File: config.mk
export PLATFORM = sky130hd
export DESIGN_NAME = cache_base_ctrl
export DESIGN_NICKNAME = d
export VERILOG_FILES = /design/src/rtl/lab3_cache_pkg.sv /design/src/rtl/cache_base_ctrl.sv
export SDC_FILE = /design/constraint.sdc
export NUM_CORES = 1
export LEC_CHECK = 0
export BUFFER_PORTS_ARGS = -buffer_cell sky130_fd_sc_hd__clkbuf_2
export CAP_MARGIN = 20
export CORE_AREA = 4 4 43 45
export DETAILED_ROUTE_END_ITERATION = 12
export DIE_AREA = 0 0 47 49
export GPL_TIMING_DRIVEN = 0
export PLACE_DENSITY_LB_ADDON = 0.3
export RECOVER_POWER = 25
export SLEW_MARGIN = 20
export SYNTH_ARGS = -nofsm -noshare
export SYNTH_HDL_FRONTEND = slang
export SYNTH_SLANG_ARGS = --single-unit
export TNS_END_PERCENT = 100
File: constraint.sdc
create_clock -name clk -period 2.2 [get_ports clk]
set_input_delay 0.11 -clock clk [delete_from_list [all_inputs] [get_ports clk]]
set_output_delay 0.11 -clock clk [all_outputs]
set_load 0.1 [all_outputs]
File: src/rtl/lab3_cache_pkg.sv
// Shared geometry, memory-request type codes and controller state encoding.
// The FLUSH_* states exist only when CACHE_FLUSH_EN is defined.
package lab3_cache_pkg;

    localparam int unsigned NUM_LINES = 32;
    localparam int unsigned NUM_WORDS = 16;

    localparam logic [2:0] MEM_READ  = 3'd0;
    localparam logic [2:0] MEM_WRITE = 3'd1;

`ifdef CACHE_FLUSH_EN
    typedef enum logic [3:0] {
        ST_IDLE        = 4'd0,
        ST_TAG         = 4'd1,
        ST_WR_HIT      = 4'd2,
        ST_RESP        = 4'd3,
        ST_EVICT_REQ   = 4'd4,
        ST_EVICT_RESP  = 4'd5,
        ST_REFILL_REQ  = 4'd6,
        ST_REFILL_RESP = 4'd7,
        ST_FLUSH_SCAN  = 4'd8,
        ST_FLUSH_REQ   = 4'd9,
        ST_FLUSH_RESP  = 4'd10,
        ST_FLUSH_DONE  = 4'd11
    } state_t;
`else
    typedef enum logic [3:0] {
        ST_IDLE        = 4'd0,
        ST_TAG         = 4'd1,
        ST_WR_HIT      = 4'd2,
        ST_RESP        = 4'd3,
        ST_EVICT_REQ   = 4'd4,
        ST_EVICT_RESP  = 4'd5,
        ST_REFILL_REQ  = 4'd6,
        ST_REFILL_RESP = 4'd7
    } state_t;
`endif

endpackage

File: src/rtl/cache_base_ctrl.sv
// Control FSM for the direct-mapped write-back base cache (32 lines x 16 words).
// Optional whole-cache flush sequencing is enabled by defining CACHE_FLUSH_EN.
module cache_base_ctrl
    import lab3_cache_pkg::*;
(
    input  logic       clk,
    input  logic       reset,
    input  logic       memreq_val,
    output logic       memreq_rdy,
    input  logic [2:0] memreq_type,
    output logic       memresp_val,
    input  logic       memresp_rdy,
    output logic       cache_req_val,
    input  logic       cache_req_rdy,
    input  logic       cache_resp_val,
    output logic       cache_resp_rdy,
    input  logic       flush,
    input  logic       all_flushed,
    output logic       flush_done,
    output logic       get_next_flush_line,
    input  logic       tarray_match,
    input  logic       line_dirty,
    input  logic       line_valid,
    input  logic       count_done,
    output logic       tarray_en,
    output logic       tarray_wen,
    output logic       darray_en,
    output logic       darray_wen,
    output logic       count_en,
    output logic       count_reset,
    output logic       write_data_sel,
    output logic       index_sel,
    output logic       write_word_sel,
    output logic       read_word_sel,
    output logic [2:0] mem_action,
    output logic       clean_set,
    output logic       dirty_set,
    output logic       valid_set
);

    state_t state_q, state_d;
    logic   is_write, hit;

    assign is_write = (memreq_type == MEM_WRITE);
    assign hit      = tarray_match && line_valid;

`ifndef CACHE_FLUSH_EN
    logic unused_flush_inputs;
    assign unused_flush_inputs = flush | all_flushed;
`endif

    always_ff @(posedge clk) begin
        if (!reset) state_q <= ST_IDLE;
        else        state_q <= state_d;
    end

    always_comb begin
        state_d = state_q;
        case (state_q)
            ST_IDLE: begin
`ifdef CACHE_FLUSH_EN
                if (flush)           state_d = ST_FLUSH_SCAN;
                else if (memreq_val) state_d = ST_TAG;
`else
                if (memreq_val)      state_d = ST_TAG;
`endif
            end
            ST_TAG: begin
                if (hit)                          state_d = is_write ? ST_WR_HIT : ST_RESP;
                else if (line_valid && line_dirty) state_d = ST_EVICT_REQ;
                else                              state_d = ST_REFILL_REQ;
            end
            ST_WR_HIT:      state_d = ST_RESP;
            ST_RESP:        if (memresp_rdy)   state_d = ST_IDLE;
            ST_EVICT_REQ:   if (cache_req_rdy) state_d = ST_EVICT_RESP;
            ST_EVICT_RESP:  if (cache_resp_val) state_d = count_done ? ST_REFILL_REQ : ST_EVICT_REQ;
            ST_REFILL_REQ:  if (cache_req_rdy) state_d = ST_REFILL_RESP;
            // The final refill word returns to TAG so the re-check takes the normal hit path.
            ST_REFILL_RESP: if (cache_resp_val) state_d = count_done ? ST_TAG : ST_REFILL_REQ;
`ifdef CACHE_FLUSH_EN
            ST_FLUSH_SCAN:  state_d = all_flushed ? ST_FLUSH_DONE : ST_FLUSH_REQ;
            ST_FLUSH_REQ:   if (cache_req_rdy) state_d = ST_FLUSH_RESP;
            ST_FLUSH_RESP:  if (cache_resp_val) state_d = count_done ? ST_FLUSH_SCAN : ST_FLUSH_REQ;
            ST_FLUSH_DONE:  state_d = ST_IDLE;
`endif
            default:        state_d = ST_IDLE;
        endcase
    end

    always_comb begin
        memreq_rdy          = 1'b0;
        memresp_val         = 1'b0;
        cache_req_val       = 1'b0;
        cache_resp_rdy      = 1'b0;
        flush_done          = 1'b0;
        get_next_flush_line = 1'b0;
        tarray_en           = 1'b0;
        tarray_wen          = 1'b0;
        darray_en           = 1'b0;
        darray_wen          = 1'b0;
        count_en            = 1'b0;
        count_reset         = 1'b0;
        write_data_sel      = 1'b0;
        index_sel           = 1'b0;
        write_word_sel      = 1'b0;
        read_word_sel       = 1'b0;
        mem_action          = MEM_READ;
        clean_set           = 1'b0;
        dirty_set           = 1'b0;
        valid_set           = 1'b0;
        case (state_q)
            ST_IDLE: count_reset = 1'b1;
            ST_TAG: begin
                tarray_en   = 1'b1;
                count_reset = 1'b1;
            end
            ST_WR_HIT: begin
                darray_en  = 1'b1;
                darray_wen = 1'b1;
                dirty_set  = 1'b1;
            end
            ST_RESP: begin
                memresp_val = 1'b1;
                memreq_rdy  = memresp_rdy;
                darray_en   = !is_write;
            end
            ST_EVICT_REQ: begin
                cache_req_val = 1'b1;
                mem_action    = MEM_WRITE;
                darray_en     = 1'b1;
                read_word_sel = 1'b1;
            end
            ST_EVICT_RESP: begin
                cache_resp_rdy = 1'b1;
                if (cache_resp_val) begin
                    count_reset = count_done;
                    count_en    = !count_done;
                end
            end
            ST_REFILL_REQ: begin
                cache_req_val = 1'b1;
                mem_action    = MEM_READ;
            end
            ST_REFILL_RESP: begin
                cache_resp_rdy = 1'b1;
                if (cache_resp_val) begin
                    darray_en      = 1'b1;
                    darray_wen     = 1'b1;
                    write_data_sel = 1'b1;
                    write_word_sel = 1'b1;
                    tarray_en      = count_done;
                    tarray_wen     = count_done;
                    valid_set      = count_done;
                    clean_set      = count_done;
                    count_en       = !count_done;
                end
            end
`ifdef CACHE_FLUSH_EN
            ST_FLUSH_SCAN: get_next_flush_line = 1'b1;
            ST_FLUSH_REQ: begin
                cache_req_val       = 1'b1;
                mem_action          = MEM_WRITE;
                darray_en           = 1'b1;
                read_word_sel       = 1'b1;
                index_sel           = 1'b1;
                get_next_flush_line = 1'b1;
            end
            ST_FLUSH_RESP: begin
                cache_resp_rdy      = 1'b1;
                index_sel           = 1'b1;
                get_next_flush_line = 1'b1;
                if (cache_resp_val) begin
                    count_reset = count_done;
                    clean_set   = count_done;
                    count_en    = !count_done;
                end
            end
            ST_FLUSH_DONE: flush_done = 1'b1;
`endif
            default: ;
        endcase
    end

endmodule

* Word-level counts from Yosys, hierarchy flattened
Cells that the tools add are included.
W data, S select, Z words.
** Word-level totals
- Flip-flop bits (word level) :: 4
- Input port bits :: 15
- Output and inout port bits :: 22
- Word-level logic and storage cells :: 54
** Operators by class
- Equality and inequality tests :: 14
- Multiplexer cells :: 29
- Reductions and logical operators :: 10
** Operator list (count)
- $pmux W4 S8 :: 1
- $mux W4 :: 6
- $eq A4 B3 Y1 const B :: 4
- $mux W1 :: 14
- $ne A2 B2 Y1 const B :: 6
- $eq A4 B2 Y1 const B :: 2
- $reduce_or A2 Y1 :: 4
- $mux W3 :: 2
- $pmux W1 S2 :: 3
- $reduce_and A6 Y1 :: 1
- $eq A4 B1 Y1 const B :: 1
- $logic_not A4 Y1 :: 1
- $mux W2 :: 2
- $eq A3 B1 Y1 const B :: 1
- $pmux W1 S3 :: 1
- $logic_and A1 B1 Y1 :: 2
- $logic_not A1 Y1 :: 2

* Longest topological paths before layout
- Word-level depth :: 4
- Depth in mapped cells :: 6
- Depth with buffers taken out :: 4

* Worst setup path before layout
OpenSTA, ideal clock, no wires.
- Path type :: register -> output
- Start :: reg state_q[2]
- End :: out tarray_wen
- Arrival time :: 3.368 ns
- Data required time :: 2.090 ns
- Setup slack :: -1.278 ns
- Stages on the path, launching flop included :: 7
- Buffers on the path :: 2
- Cell sequence :: dfxtp_1 buf_6 nand2_1 inv_1 and3_1 and2_1 buf_4
** Between the ends
- Cells in the longest elaborated chain, start to end :: 2
** Ends and longest elaborated chain
- start: declaration :: RTL line cache_base_ctrl.sv:41 : state_t state_q, state_d;
- start signal: assignment :: RTL line cache_base_ctrl.sv:54 : else state_q <= state_d;
- $eq A4 B3 Y1
- $mux W1
- end: declaration :: RTL line cache_base_ctrl.sv:26 : output logic tarray_wen,
No other way between the ends.

* Final worst setup path
- Start :: reg state_q[0]
- End :: out tarray_wen
** Between the ends
- Cells in the longest elaborated chain, start to end :: 2
** Ends and longest elaborated chain
- $eq A4 B3 Y1 :: RTL line cache_base_ctrl.sv:111 : case (state_q)
- $mux W1 :: RTL line cache_base_ctrl.sv:111
No other way between the ends.

==> key figures <==
Run status
  – Run status: finished clean

CTS
  – Root buffer selected by CTS: clkbuf_4
  – Post-CTS Setup Inserts: 0
  – Total clock sinks: 3
  – Max Buffers Root-to-Sink: 2
  – Clock-pin slew reported for the worst setup and hold paths after clock tree synthesis: 0.04 ns
  – CTS buffer count: 3
  – Number of buffers inserted by hold repair at cts: 0
  – Clock Latency Late Sink: 0.23 ns
  – TritonCTS clock tree: done
  – Maximum level of the CTS H-tree: 1
  – Resized Gates After CTS: 0

Floorplan
  – Die boundary height: 49 um
  – Die span in x: 47 um
  – Std cell rows: 14
  – Core footprint: 1470 um^2
  – Top Ports: 37
  – Floorplan die area: 2300 um^2
  – Starting utilization of the core area: 32.7%

Global route
  – Overall overflow remaining after global route: 0
  – Vias in the first global route: 443
  – Maximum number of pins on one net before global-route repair: 11
  – Number of antenna violations at the first check in global routing: 0
  – Global-route wire length before repair: 1.88 mm
  – Global-route total usage across every layer: 10.7%

Timing
  – Achievable Freq: 0.532 GHz
  – Unrepaired setup endpoints after global routing: false
  – Slew @ Worst Pin: ~1.2 ns
  – Worst relative slew slack: a little under a quarter
  – Largest clock skew in the final design: roughly 0.000047 ns
  – Total Negative Setup Slacks: 0 ns
  – Final min period: around 1.9 ns
  – # setup viols final: 0
  – Final period utilization: approximately 85%
  – Final hold violations: 0
  – Final Slew Violations: 0

Route
  – Total wire length: ~1.3 mm
  – Drt first pass iters: 4
  – Uppermost signal routing layer after detailed routing: met4
  – Count of routing violations after the opening detailed-route iteration: 14
  – Via-to-Cell Ratio: 4.72
  – Total length of routed met3 wires: about 110 um
  – Remaining number of nets flagged by the antenna check after routing: 0
  – DRT met1 WL: between 500 and 600 um
  – Via Count: between 500 and 600
  – Residual DRC: 0
  – Mean routed wirelength per cell: around 11 um
  – Routed wl met2: 586 um

Yosys
  – Count of unique library cells instantiated by Yosys: 35
  – Gate Count Post-Synth: 70
  – Post-synthesis register bit count: 3
  – Synth warnings: 0
  – Area of the mapped netlist: around 480 um^2
  – Share of Yosys cell area claimed by the top area cell type: about 16%
  – Cell type contributing the most total cell area after synthesis: buf_4
  – Mean cell area of the mapped netlist: 6.88 um^2
  – Top area cells in the synthesized netlist: buf_4 16%, dfxtp_1 12%, a21oi_1 5.2%
  – Fraction of the yosys area taken by sequential cells: around an eighth

Critical path
  – Top delay family on crit path: buffers and inverters
  – Data arrival time of the critical path: 1.77 ns
  – Sequence of cells on the critical path: buf_4 > nand2_1 > clkinvlp_4 > and3_4 > and2_4 > buf_4 > clkbuf_2
  – Maximum net fanout on the critical path: 9
  – Crit path capture type: output pin
  – Combined buffer and inverter count along the critical path: 4
  – Library cell appearing most often on the critical path: buf_4
  – Max incr delay on CP: 0.44 ns
  – Worst Setup Start Kind: flop
  – Crit path max-delay cell type: clkbuf_2
  – Required @ worst endpoint: 2.09 ns
  – Crit Path Class: reg -> out

Cells and area
  – Net total in the final layout: 123
  – Final cell utilization of the core: 49.3%
  – Highest-count cells in the layout ignoring fill and taps: 27 x clkbuf_2, 9 x buf_4, 5 x nand2_1, 5 x conb_1, 4 x nand3_1
  – Antenna cell count: 0
  – Register area: 60.1 um^2
  – Layout filler cell count: approximately 160
  – Multi-input logic area: 353 um^2
  – Largest register FFs: 3
  – Area delta synth->final: 50.6%
  – Share of post-route cells with drive strength above 1: 53.3%
  – Final non-filler cell total: 123
  – Register ranked first by flip-flop count: state_q
  – Largest registers: state_q: 3 flops
  – Leading cell type in the layout, fill and taps excluded: clkbuf_2

Flow run
  – Count of max-cap constraint violations: 0

Placement
  – Inst Count DP: between 100 and 150
  – Routability Congestion: 0.881
  – Port Buffer Count: 29
  – Post-detail-place hpwl: 1.03 mm

Hold path
  – Type of the tightest min-delay check: in -> reg
-- final timing paths --
path / cells after the start / to / from / slack, ns
max: 7 / tarray_wen / state_q[0]$_SDFFE_PN0P_ / 0.32
min: 2 / state_q[2]$_SDFFE_PN0P_ / reset / 0.13
min reg2reg: 4 / state_q[1]$_SDFFE_PN0P_ / state_q[2]$_SDFFE_PN0P_ / 0.73
max reg2reg: 5 / state_q[0]$_SDFFE_PN0P_ / state_q[2]$_SDFFE_PN0P_ / 0.81
-- final cells by class --
class	count	area share (%)
well taps	16	2.76
plain buffers	14	14.5
inverters	4	2.59
flip-flops and latches	3	8.28
clock buffers	4	3.62
multi-input cells	53	48.6
repair buffers	29	19.7
-- per-stage QoR --
stage	setup WS (ns)	area [um^2]	hold slack, ns
after global routing	0.221	726	0.135
after CTS	0.304	733	0.123
after floorplan	-0.0560	542	0.228
final	0.319	726	0.129
after detailed placement	0.559	707	0.370
after global placement	0.582	707	0.373
-- per-layer routing --
| metal | global-route usage, % | up-vias |
|---|---|---|
| li1 | - | 304 |
| met1 | 13.6 | 249 |
| met2 | 16.7 | 26 |
| met3 | 1.48 | 2 |
| met4 | 5.53 | 0 |
| met5 | 0 | - |
-- cells in the mapped netlist --
cell type,n
a211oi_1,1
a21o_1,1
nand2b_1,1
buf_6,1
a211oi_2,1
dfxtp_1,3
nand2_1,5
nor2b_1,2
buf_2,3
o21ai_0,3
o211ai_1,1
nor3b_1,2
conb_1,1
and2_1,4
o21a_1,1
a21oi_1,5
o21ai_1,1
inv_1,4
a221oi_1,1
mux2i_1,1
nand4_1,1
o311ai_1,1
a311oi_1,1
nor4_1,1
and3b_1,1
or2_2,1
or2_0,1
nor2_1,2
a21boi_1,1
and3_1,1
buf_4,10
nor3b_2,1
nor3_1,1
nand3_1,4
nand3b_1,1
-- logic make-up (layout without fill, tap and decap cells) --
logic type	Yosys count	count (layout)	synth area share, %
and+or+nand+nor	29	29	35.3
buffers and inverters	18	51	24.2
DFF	3	3	12.5
AOI/OAI and AO/OA	18	18	25.2
other	1	5	0.778
muxes	1	1	2.08
Power is left out: the tool's default activity adds up to more than one toggle a clock period on the data nets, which glitch-free logic cannot reach.
